==> src/rtl/core_pkg.sv <==
`default_nettype none
// ============================================================================
// Module      : core_pkg
// Description : Shared definitions for the scalar RV32I multi-cycle core.
//               Provides the sequencer state encoding so fetch, decode, ALU,
//               memory and writeback logic all decode the same state bus
//               instead of using literal state numbers.
// Contents    : state_t  - 3-bit sequencer state enum
//               STATE_W  - width of the state bus
//               is_exec_state() - true for states that count as executing
// Revision    : 1.0 - initial release
// ============================================================================
package core_pkg;

    localparam int STATE_W = 3;

    // Code 7 is deliberately unused; the sequencer recovers from it.
    typedef enum logic [STATE_W-1:0] {
        FETCH  = 3'd0,
        DECODE = 3'd1,
        EXEC   = 3'd2,
        MEM    = 3'd3,
        WRITE  = 3'd4,
        HALT   = 3'd5,
        ERROR  = 3'd6
    } state_t;

    // FETCH..WRITE are the states in which the core is doing useful work.
    function automatic logic is_exec_state(input state_t s);
        return (s <= WRITE);
    endfunction

endpackage
`default_nettype wire

==> src/rtl/perf_counters.sv <==
`default_nettype none
// ============================================================================
// Module      : perf_counters
// Description : Cycle and retired-instruction counters for the core.
//               Both counters wrap modulo 2^CNT_W.
// Ports       : clk          - clock
//               rst          - synchronous active-high reset, clears counters
//               inc_cycle    - count one executing cycle
//               inc_instret  - count one retired instruction
//               cycle_cnt    - executing-cycle count
//               instret_cnt  - retired-instruction count
// Revision    : 1.0 - initial release
// ============================================================================
module perf_counters #(
    parameter int CNT_W = 64
) (
    input  logic             clk,
    input  logic             rst,
    input  logic             inc_cycle,
    input  logic             inc_instret,
    output logic [CNT_W-1:0] cycle_cnt,
    output logic [CNT_W-1:0] instret_cnt
);

    logic [CNT_W-1:0] r_cycle_cnt;
    logic [CNT_W-1:0] r_instret_cnt;

    always_ff @(posedge clk) begin
        if (rst) begin
            r_cycle_cnt   <= '0;
            r_instret_cnt <= '0;
        end else begin
            if (inc_cycle) begin
                r_cycle_cnt <= r_cycle_cnt + 1'b1;
            end
            if (inc_instret) begin
                r_instret_cnt <= r_instret_cnt + 1'b1;
            end
        end
    end

    assign cycle_cnt   = r_cycle_cnt;
    assign instret_cnt = r_instret_cnt;

endmodule
`default_nettype wire

==> src/rtl/core_sequencer.sv <==
`default_nettype none
// ============================================================================
// Module      : core_sequencer
// Description : Multi-cycle control FSM for the scalar RV32I core. Drives the
//               shared state bus, sequences the instruction-memory, data-memory
//               and output-port handshakes, pulses register-file and PC write
//               enables, and traps to ERROR on a memory wait-state timeout.
// Ports       : clk, rst                 - clock, synchronous active-high reset
//               imem_ready, dmem_ready   - memory handshake completions
//               out_ready                - output port accepts data
//               mem_read, mem_write      - decoded load/store flags (EXEC on)
//               reg_write, data_out      - decoded rf-write / output flags
//               halt_req                 - external halt request
//               state                    - current sequencer state
//               imem_req, dmem_req       - memory requests
//               instr_we                 - latch fetched instruction
//               out_valid                - output data valid
//               rf_we, pc_we             - writeback strobes
//               cycle_cnt, instret_cnt   - performance counters
//               timeout                  - sticky wait-state timeout flag
// Revision    : 1.0 - initial release
// ============================================================================
module core_sequencer
    import core_pkg::*;
#(
    parameter int MEM_TIMEOUT = 1024,
    parameter int CNT_W       = 64
) (
    input  logic               clk,
    input  logic               rst,
    input  logic               imem_ready,
    input  logic               dmem_ready,
    input  logic               out_ready,
    input  logic               mem_read,
    input  logic               mem_write,
    input  logic               reg_write,
    input  logic               data_out,
    input  logic               halt_req,
    output logic [STATE_W-1:0] state,
    output logic               imem_req,
    output logic               instr_we,
    output logic               dmem_req,
    output logic               out_valid,
    output logic               rf_we,
    output logic               pc_we,
    output logic [CNT_W-1:0]   cycle_cnt,
    output logic [CNT_W-1:0]   instret_cnt,
    output logic               timeout
);

    // A zero limit disables the timeout but still needs a 1-bit counter.
    localparam int WAIT_W = (MEM_TIMEOUT < 1) ? 1 : $clog2(MEM_TIMEOUT + 1);
    localparam logic [WAIT_W-1:0] C_WAIT_LIMIT = WAIT_W'(MEM_TIMEOUT);
    localparam logic              C_TIMEOUT_EN = (MEM_TIMEOUT != 0);

    state_t            r_state;
    logic [WAIT_W-1:0] r_wait_cnt;
    logic              r_timeout;

    logic [WAIT_W-1:0] w_wait_next;
    logic              w_wait_expired;

    assign w_wait_next    = r_wait_cnt + 1'b1;
    // This wait cycle is the MEM_TIMEOUT-th without ready; a ready seen in
    // the same cycle is checked first and wins.
    assign w_wait_expired = C_TIMEOUT_EN && (w_wait_next == C_WAIT_LIMIT);

    always_ff @(posedge clk) begin
        if (rst) begin
            r_state    <= FETCH;
            r_wait_cnt <= '0;
            r_timeout  <= 1'b0;
        end else begin
            // Every state change clears the wait counter; the waiting
            // branches below override this while they stay put.
            r_wait_cnt <= '0;
            case (r_state)
                FETCH: begin
                    if (imem_ready) begin
                        r_state <= DECODE;
                    end else if (w_wait_expired) begin
                        r_state   <= ERROR;
                        r_timeout <= 1'b1;
                    end else if (C_TIMEOUT_EN) begin
                        r_wait_cnt <= w_wait_next;
                    end
                end
                DECODE: begin
                    r_state <= EXEC;
                end
                EXEC: begin
                    // Output instructions hold here with no timeout.
                    if (!data_out || out_ready) begin
                        r_state <= (mem_read || mem_write) ? MEM : WRITE;
                    end
                end
                MEM: begin
                    if (dmem_ready) begin
                        r_state <= WRITE;
                    end else if (w_wait_expired) begin
                        r_state   <= ERROR;
                        r_timeout <= 1'b1;
                    end else if (C_TIMEOUT_EN) begin
                        r_wait_cnt <= w_wait_next;
                    end
                end
                WRITE: begin
                    // Halt is sampled only here so the instruction retires.
                    r_state <= halt_req ? HALT : FETCH;
                end
                HALT: begin
                    if (!halt_req) begin
                        r_state <= FETCH;
                    end
                end
                ERROR: begin
                    r_state <= ERROR;
                end
                default: begin
                    r_state <= FETCH;
                end
            endcase
        end
    end

    // Strobes are gated by rst so outstanding requests drop immediately.
    assign imem_req  = !rst && (r_state == FETCH);
    assign instr_we  = !rst && (r_state == FETCH) && imem_ready;
    assign dmem_req  = !rst && (r_state == MEM);
    assign out_valid = !rst && (r_state == EXEC) && data_out;
    assign rf_we     = !rst && (r_state == WRITE) && reg_write;
    assign pc_we     = !rst && (r_state == WRITE);

    assign state   = r_state;
    assign timeout = r_timeout;

    perf_counters #(
        .CNT_W (CNT_W)
    ) u_perf_counters (
        .clk         (clk),
        .rst         (rst),
        .inc_cycle   (!rst && is_exec_state(r_state)),
        .inc_instret (!rst && (r_state == WRITE)),
        .cycle_cnt   (cycle_cnt),
        .instret_cnt (instret_cnt)
    );

endmodule
`default_nettype wire
==> config.mk <==
export PLATFORM = sky130hd
export DESIGN_NAME = core_sequencer
export DESIGN_NICKNAME = d
export VERILOG_FILES = /design/src/rtl/core_pkg.sv /design/src/rtl/perf_counters.sv /design/src/rtl/core_sequencer.sv
export SDC_FILE = /design/constraint.sdc
export NUM_CORES = 1
export LEC_CHECK = 0
export CAP_MARGIN = 20
export CELL_PAD_IN_SITES_DETAIL_PLACEMENT = 0
export CELL_PAD_IN_SITES_GLOBAL_PLACEMENT = 1
export CORE_ASPECT_RATIO = 1.25
export CORE_MARGIN = 2
export CORE_UTILIZATION = 32
export DETAILED_ROUTE_END_ITERATION = 6
export PLACE_DENSITY_LB_ADDON = 0.1
export SETUP_SLACK_MARGIN = 0.1
export SLEW_MARGIN = 15
export SYNTH_ARGS = -nofsm -noshare
export SYNTH_HDL_FRONTEND = slang
export SYNTH_HIERARCHICAL = 1
export SYNTH_SLANG_ARGS = --single-unit
==> constraint.sdc <==
create_clock -name clk -period 3.2 [get_ports clk]
set_input_delay 0.64 -clock clk [delete_from_list [all_inputs] [get_ports clk]]
set_output_delay 0.64 -clock clk [all_outputs]
set_load 0.005 [all_outputs]
## Word level (Yosys, flattened, before mapping)

Index checks and enable logic that the tools add are counted.

| operators by class | value |
|---|---|
| equal/unequal tests | 11 |
| reductions and logical operators | 16 |
| order comparisons | 1 |
| $add $sub $neg | 3 |
| multiplexer cells | 16 |

Operators by type and width:

| operator | count |
|---|---|
| adder 64 x 1 -> 64 bit (second input constant) | 2 |
| 2-to-1 mux 11 bit | 3 |
| case mux 11 bit (2 select lines) | 1 |
| 2-to-1 mux 3 bit | 7 |
| case mux 3 bit (7 select lines) | 1 |
| adder 11 x 1 -> 11 bit (second input constant) | 1 |
| == test 11 bit (second input constant) | 1 |
| == test 3 bit (second input constant) | 3 |
| logical AND 1 bit | 8 |
| inequality test 2 bit (second input constant) | 4 |
| == test 3 x 2 -> 1 bit (second input constant) | 2 |
| == test 3 x 1 -> 1 bit (second input constant) | 1 |
| less-or-equal comparator 3 bit (second input constant) | 1 |
| logical NOT 3 bit | 1 |
| 2-to-1 mux 1 bit | 3 |
| AND reduction 3 bit | 1 |
| logical NOT 1 bit | 2 |
| logical OR 1 bit | 2 |
| case mux 1 bit (2 select lines) | 1 |
| AND reduction 2 bit | 1 |
| nonzero test 2 bit | 1 |

| word-level totals | value |
|---|---|
| register bits | 143 |
| output and inout port bits | 138 |
| bits of input ports | 10 |

## Logic depth before layout (Yosys ltp)

Gate-level depths: netlist (run 1).

| depth | value |
|---|---|
| depth in word-level cells | 5 |
| gate-level depth with buffers | 10 |
| gate-level depth less buffers | 7 |

## By module

The synthesis (run 1) kept the hierarchy.

By module, submodules not included:

| module | area each (sq um) | times used | cells each |
|---|---|---|---|
| perf_counters | 6203.4 | 1 | 757 |
| core_sequencer | 989.7 | 1 | 119 |

## Worst setup path before layout (run 1)

No wires, ideal clock.

| timing | value |
|---|---|
| path type | input port to flip-flop |
| from | input rst |
| to | register u_perf_counters.r_instret_cnt[53], in the netlist u_perf_counters/instret_cnt[53] |
| setup time | 0.070 ns |
| required time | 3.130 ns |
| path buffers | 2 |
| setup slack | 0.431 ns |
| stages on the path | 8 |
| arrival time | 2.698 ns |
| cells stage by stage | nor4b_1 clkbuf_1 nand2_1 nor4_1 nand4_1 clkbuf_1 or3_1 a21oi_1 |

| on the way | value |
|---|---|
| longest elaborated chain between the ends | 2 |

RTL lines:

| item | RTL line | source |
|---|---|---|
| start, declared | core_sequencer.sv:30 | `input logic rst,` |
| logical NOT 1 bit | core_sequencer.sv:143 | `.inc_instret (!rst && (r_state == WRITE)),` |
| logical AND 1 bit | core_sequencer.sv:143 |  |
| end signal, assigned | perf_counters.sv:37 | `r_instret_cnt <= r_instret_cnt + 1'b1;` |
| end, declared | perf_counters.sv:26 | `logic [CNT_W-1:0] r_instret_cnt;` |

Parallel ways exist; a longest one is shown, timed or not.
A chain may end at the register's enable or synchronous reset.

## Worst setup path after layout (run 1)

| timing | value |
|---|---|
| from | register u_perf_counters.r_cycle_cnt[0], in the netlist u_perf_counters/cycle_cnt[0] |
| to | register u_perf_counters.r_cycle_cnt[62], in the netlist u_perf_counters/cycle_cnt[62] |

| on the way | value |
|---|---|
| longest elaborated chain between the ends | 1 |

RTL lines:

| item | RTL line | source |
|---|---|---|
| start, declared | perf_counters.sv:25 | `logic [CNT_W-1:0] r_cycle_cnt;` |
| start signal, assigned | perf_counters.sv:34 | `r_cycle_cnt <= r_cycle_cnt + 1'b1;` |
| adder 64 x 1 -> 64 bit | perf_counters.sv:34 |  |

No other way between the ends.

==> impl_metrics.toml, run 1 <==
[status]
status = "completed"

[floorplan]
start_util_pct = 32.5
row_count = 61
core_area_um2 = 22100
die_width_um = 138
dieHeight_um = 172
num_io_pins = 148
dieArea_um2 = 23700

[detailed_routing]
post_drt_wl_per_cell_um = 16.5
drc = 0
drt_iter0_markers = 387
vias = 7065
ant_nets = 0
vias_per_cell = 5.34
firstDrtPassIters = 5
wl_mm = 21.9

[worst_hold_path]
hold_end = "u_perf_counters/cycle_cnt[63]$_SDFFE_PP0P_"
hold_depth = 2
hp-start = "u_perf_counters/cycle_cnt[63]$_SDFFE_PP0P_"
min-delay-path-class = "flop to flop"

[clock_tree]
postCtsSetupRepairBufs = 0
clockBufferDepth = 2
numCtsBuffers = 17
clk_latency_ns = 0.43
cts_resized = 0
cts_root_buf = "clkbuf_16"
cts.sinks = 143
cts_hold_buffers = 0
path_clk_slew_ns = 0.06
htree_levels = 4
cts_tree = "done"

[layout]
area_growth_pct = 34.3
fin_cells = 1324
drive_gt1_share_pct = 7.40
regArea_um2 = 2860
final_cell_mix = "clkdlybuf4s50_1, dfxtp_1, nor2_1"
multi_input_area_um2 = 4120
diodes = 0
final_common_cell = "clkdlybuf4s50_1"
final_cell_area_um2 = 9660
fillers = 2328
nets = 1042

[flow_run]
drv_cap = 0

[logic_synthesis]
synthArstFlopShare_pct = 0
synth_top_area_share_pct = 39.8
synth_cell_types = 69
synth_nets = 889
synth.cell_area_um2 = 7190
synth-edff-count = 0
syn_inst = 876
yosys_most_used_dff = "dfxtp_1"
syn_avg_cell_area_um2 = 8.21
yosys_warnings = 6
yosys_register_bits = 143
synthTopCellsByArea = "dfxtp_1, nor2_1, nand4_1, xnor2_1, xor2_1"
synth.largest_area_cell = "dfxtp_1"
yosysSeqAreaShare_pct = 39.8

[global_route]
antenna_found_initial = 0
grt_overflow = 0
grt.total_usage_pct = 18.4
grt_max_degree = 66
grt_pass1_wl_mm = 35.5
grt_pass1_vias = 6717

[timing]
timing.final.crit_share_pct = 88.9
max_slew_margin_pct = 53.5
finalMaxSlewViolations = 0
timing.final.crit_period_ns = 2.84
fin_skew_ns = 0.0155
worst_pin_slew_ns = 0.698
hold_slack_ns = 0.486
tns_ns = 0
setup_viol = 0
rsz0062_at_grt = "false"
fmax_mhz = 352
hold_violations = 0

[critical_path]
cp_slowest_cell = "or3_1"
ff2ff_setup_slack_ns = 0.36
cp.arrival_ns = 3.19
crit_type = "flop to flop"
endpoint_kind = "flop"
cpPeakStageDelay_ns = 0.58
cp_cell_sequence = "ha_1 > nand4_1 > or4_4 > or3_1 > or4_1 > a21oi_1"
r2r-start = "u_perf_counters/cycle_cnt[0]$_SDFFE_PP0P_"
reg2reg_to = "u_perf_counters/cycle_cnt[62]$_SDFFE_PP0P_"
cp_max_fo = 16
cp_data_required_time_ns = 3.54
startpoint_type = "flop"
reg2regPathDepth = 6

[power]
p_per_area_nw_per_um2 = 425
leakagePower_uw = 0.00293
power_uw = 4110
ir_worst_vdd_mv = 0.338

[place]
dp.cells = 1293
dp_hpwl_mm = 16.0
port_buffers = 147
placed_area_um2 = 9030
place_congestion = 0.796
## worst max-delay path by stage
stage	from	endpoint	slack, ns	depth (start not counted)
floorplan	rst	u_perf_counters/instret_cnt[53]$_SDFFE_PP0P_	0.43	8
global placement	rst	u_perf_counters/instret_cnt[45]$_SDFFE_PP0P_	0.29	8
detailed placement	rst	u_perf_counters/cycle_cnt[62]$_SDFFE_PP0P_	0.22	7
CTS	u_perf_counters/cycle_cnt[0]$_SDFFE_PP0P_	u_perf_counters/cycle_cnt[62]$_SDFFE_PP0P_	0.36	6
global route	u_perf_counters/cycle_cnt[0]$_SDFFE_PP0P_	u_perf_counters/cycle_cnt[62]$_SDFFE_PP0P_	0.13	6
finish	u_perf_counters/cycle_cnt[0]$_SDFFE_PP0P_	u_perf_counters/cycle_cnt[62]$_SDFFE_PP0P_	0.36	6
## kinds of logic after synthesis
family / Yosys count / synth area share, %
AO/OA/AOI/OAI: 141 / 11.6
XOR/XNOR: 78 / 9.50
adder cells (fa/ha/maj): 3 / 0.522
buffers and inverters: 51 / 3.03
flip-flops: 143 / 39.8
multiplexers: 2 / 0.278
AND/OR/NAND/NOR: 458 / 35.2
## power breakdown
group / switching [uW] / internal [uW]
Sequential: 12.1 / 1790
Clock: 838 / 1320
Combinational: 85.2 / 64.3
Total: 936 / 3170
## final cells by class
cell class	count	share of cell area (%)
Clock buffer	17	4.40
Clock inverter	14	2.11
Inverter	16	0.622
Multi-Input combinational cell	682	42.6
Sequential cell	143	29.6
Tap cell	283	3.67
Timing Repair Buffer	169	16.9
## per-layer routing
metal / global-route usage [%] / wire (um) / vias to the layer above
li1: - / - / 3540
met1: 22.5 / 9930 / 3373
met2: 32.3 / 10800 / 133
met3: 4.45 / 931 / 19
met4: 5.01 / 244 / 0
met5: 0 / 0 / -
## flip-flops by register name (all words and copies together) (netlist names)
signal	flops
u_perf_counters/instret_cnt	64
u_perf_counters/cycle_cnt	64
state	3
timeout	1
r_wait_cnt	11
## synth_stat cells (all sizes together) (3+ instances only)
cell type and count:
nand2b 3, and4 14, inv 16, or2 5, or3 43, a211oi 3, a31o 3, clkbuf 28
nand2 56, and3 14, xor2 39, nand3 59, buf 6, or4 20, ha 3, nor2 100
o21ai 41, nand4 61, and2 10, nor3 25, xnor2 39, dfxtp 143, o21a 3, o31ai 16
nor4 33, nor2b 4, a21oi 59
## stage by stage
| step | setup WS (ns) | utilization [%] |
|---|---|---|
| floorplan | 0.431 | - |
| finish | 0.357 | 43.6 |
| global route | 0.133 | 43.6 |
| CTS | 0.359 | 43.6 |
| global placement | 0.287 | 40.8 |
| detailed placement | 0.225 | 40.8 |
## worst max-delay path, delay by kind of cell, from the launching register on
kind                       cells  cell delay (ns)
adders and majority gates      1             0.26
and+or+nand+nor                4             1.91
DFF                            1             0.43
AOI/OAI and AO/OA              1             0.16
Power figures use the tool's default switching activity.
==> inputs of run 2 (changes only) <==
- DONT_BUFFER_PORTS: unset -> 1
==> impl_metrics.toml, run 2 (synthesis results as in run 1) <==
[status]
status = "completed"

[timing]
fin_skew_ns = 0.0126
timing.final.crit_period_ns = 2.79
setup_viol = 0
hold_violations = 0
max_slew_margin_pct = 54.3
timing.final.crit_share_pct = 87.2
fmax_mhz = 359
finalMaxSlewViolations = 0
rsz0062_at_grt = "false"
worst_pin_slew_ns = 0.679
tns_ns = 0

[layout]
final_cell_area_um2 = 8140
nets = 894
diodes = 0
final_common_cell = "dfxtp_1"
multi_input_area_um2 = 4130
area_growth_pct = 13.1
regArea_um2 = 2860
final_cell_mix = "dfxtp_1, nor2_1, a21oi_1"
drive_gt1_share_pct = 8.39
final_util_pct = 36.8
fillers = 2339

[clock_tree]
clockBufferDepth = 2
postCtsSetupRepairBufs = 0
path_clk_slew_ns = 0.07
clk_latency_ns = 0.42
htree_levels = 4
cts.sinks = 143
numCtsBuffers = 17
cts_root_buf = "clkbuf_16"
cts_tree = "done"

[place]
port_buffers = 0
placed_area_um2 = 7550
place_congestion = 0.812
dp_hpwl_mm = 15.1

[detailed_routing]
vias_per_cell = 5.67
drc = 0
post_drt_wl_per_cell_um = 17.9
firstDrtPassIters = 5
wl_mm = 21.1
ant_nets = 0
vias = 6671
drt_iter0_markers = 426

[global_route]
grt_overflow = 0
grt_pass1_vias = 6560
grt_pass1_wl_mm = 34.5
grt_max_degree = 137
antenna_found_initial = 0
grt.total_usage_pct = 17.8

[critical_path]
cp_max_fo = 16
cp_data_required_time_ns = 3.56
crit_type = "flop to flop"
cp.arrival_ns = 3.15
endpoint_kind = "flop"
startpoint_type = "flop"

[flow_run]
drv_cap = 0

[floorplan]
dieHeight_um = 172
row_count = 61
start_util_pct = 32.5
die_width_um = 138
dieArea_um2 = 23700
core_area_um2 = 22100
num_io_pins = 148

[power]
p_per_area_nw_per_um2 = 473
leakagePower_uw = 0.00239
ir_worst_vdd_mv = 0.345

[worst_hold_path]
min-delay-path-class = "input pin to flop"
run 2: layer usage:
metal	share of wire [%]	track usage [%]	up-vias	wire (um)
met5	0	0	-	0
met1	42	20.1	3255	8900
met3	6.5	6.35	20	1370
met2	50	31.4	154	10500
li1	-	-	3242	-
met4	1.4	5.46	0	300
run 2: layout make-up:
cell class              count  share of cell area (%)
clock buffers              18                    5.28
clock inverters            14                    1.77
inverters                  16                   0.738
multi-input cells         682                    50.7
flip-flops and latches    143                    35.2
well taps                 283                    4.35
repair buffers             21                    1.94
run 2: final timing paths:
check,start,endpoint,slack [ns],cells past startpoint
worst min-delay path,rst,u_perf_counters/cycle_cnt[22]$_SDFFE_PP0P_,0.29,1
worst max register to register,state[1]$_SDFFE_PP0P_,u_perf_counters/cycle_cnt[54]$_SDFFE_PP0P_,0.41,9
worst max-delay path,state[1]$_SDFFE_PP0P_,u_perf_counters/cycle_cnt[54]$_SDFFE_PP0P_,0.41,9
worst min register to register,timeout$_SDFFE_PP0P_,timeout$_SDFFE_PP0P_,0.51,2
run 2: critical path: stages, from the launching register on:
cell	delay, ns
dfxtp_1	0.34
buf_4	0.19
o21a_1	0.18
nor2_1	0.08
buf_4	0.22
and4_1	0.25
nand3_1	0.08
or3_1	0.64
or4_1	0.57
a21oi_1	0.15
run 2: power by group:
group	internal (uW)	total, uW	switching [uW]
Clock	1150	1950	805
Sequential	1790	1800	13.1
Combinational	37.2	90.8	53.6
Total	2970	3850	872
run 2: through the flow:
stage               std cells  hold WS, ns  power, uW  setup WS, ns
detailed placement       1145        0.510       1930         0.269
global placement         1145        0.495       1930         0.250
floorplan                 876        0.465       1920         0.431
CTS                      1177        0.271       3910         0.330
global route             1177        0.265       4000         0.147
finish                   1177        0.287       3850         0.411
run 2: what timing repair did:
action / CTS / global route
gates resized for setup: 0 / 1
endpoints found under the setup margin: 0 / 1
hold buffers: 0 / 0
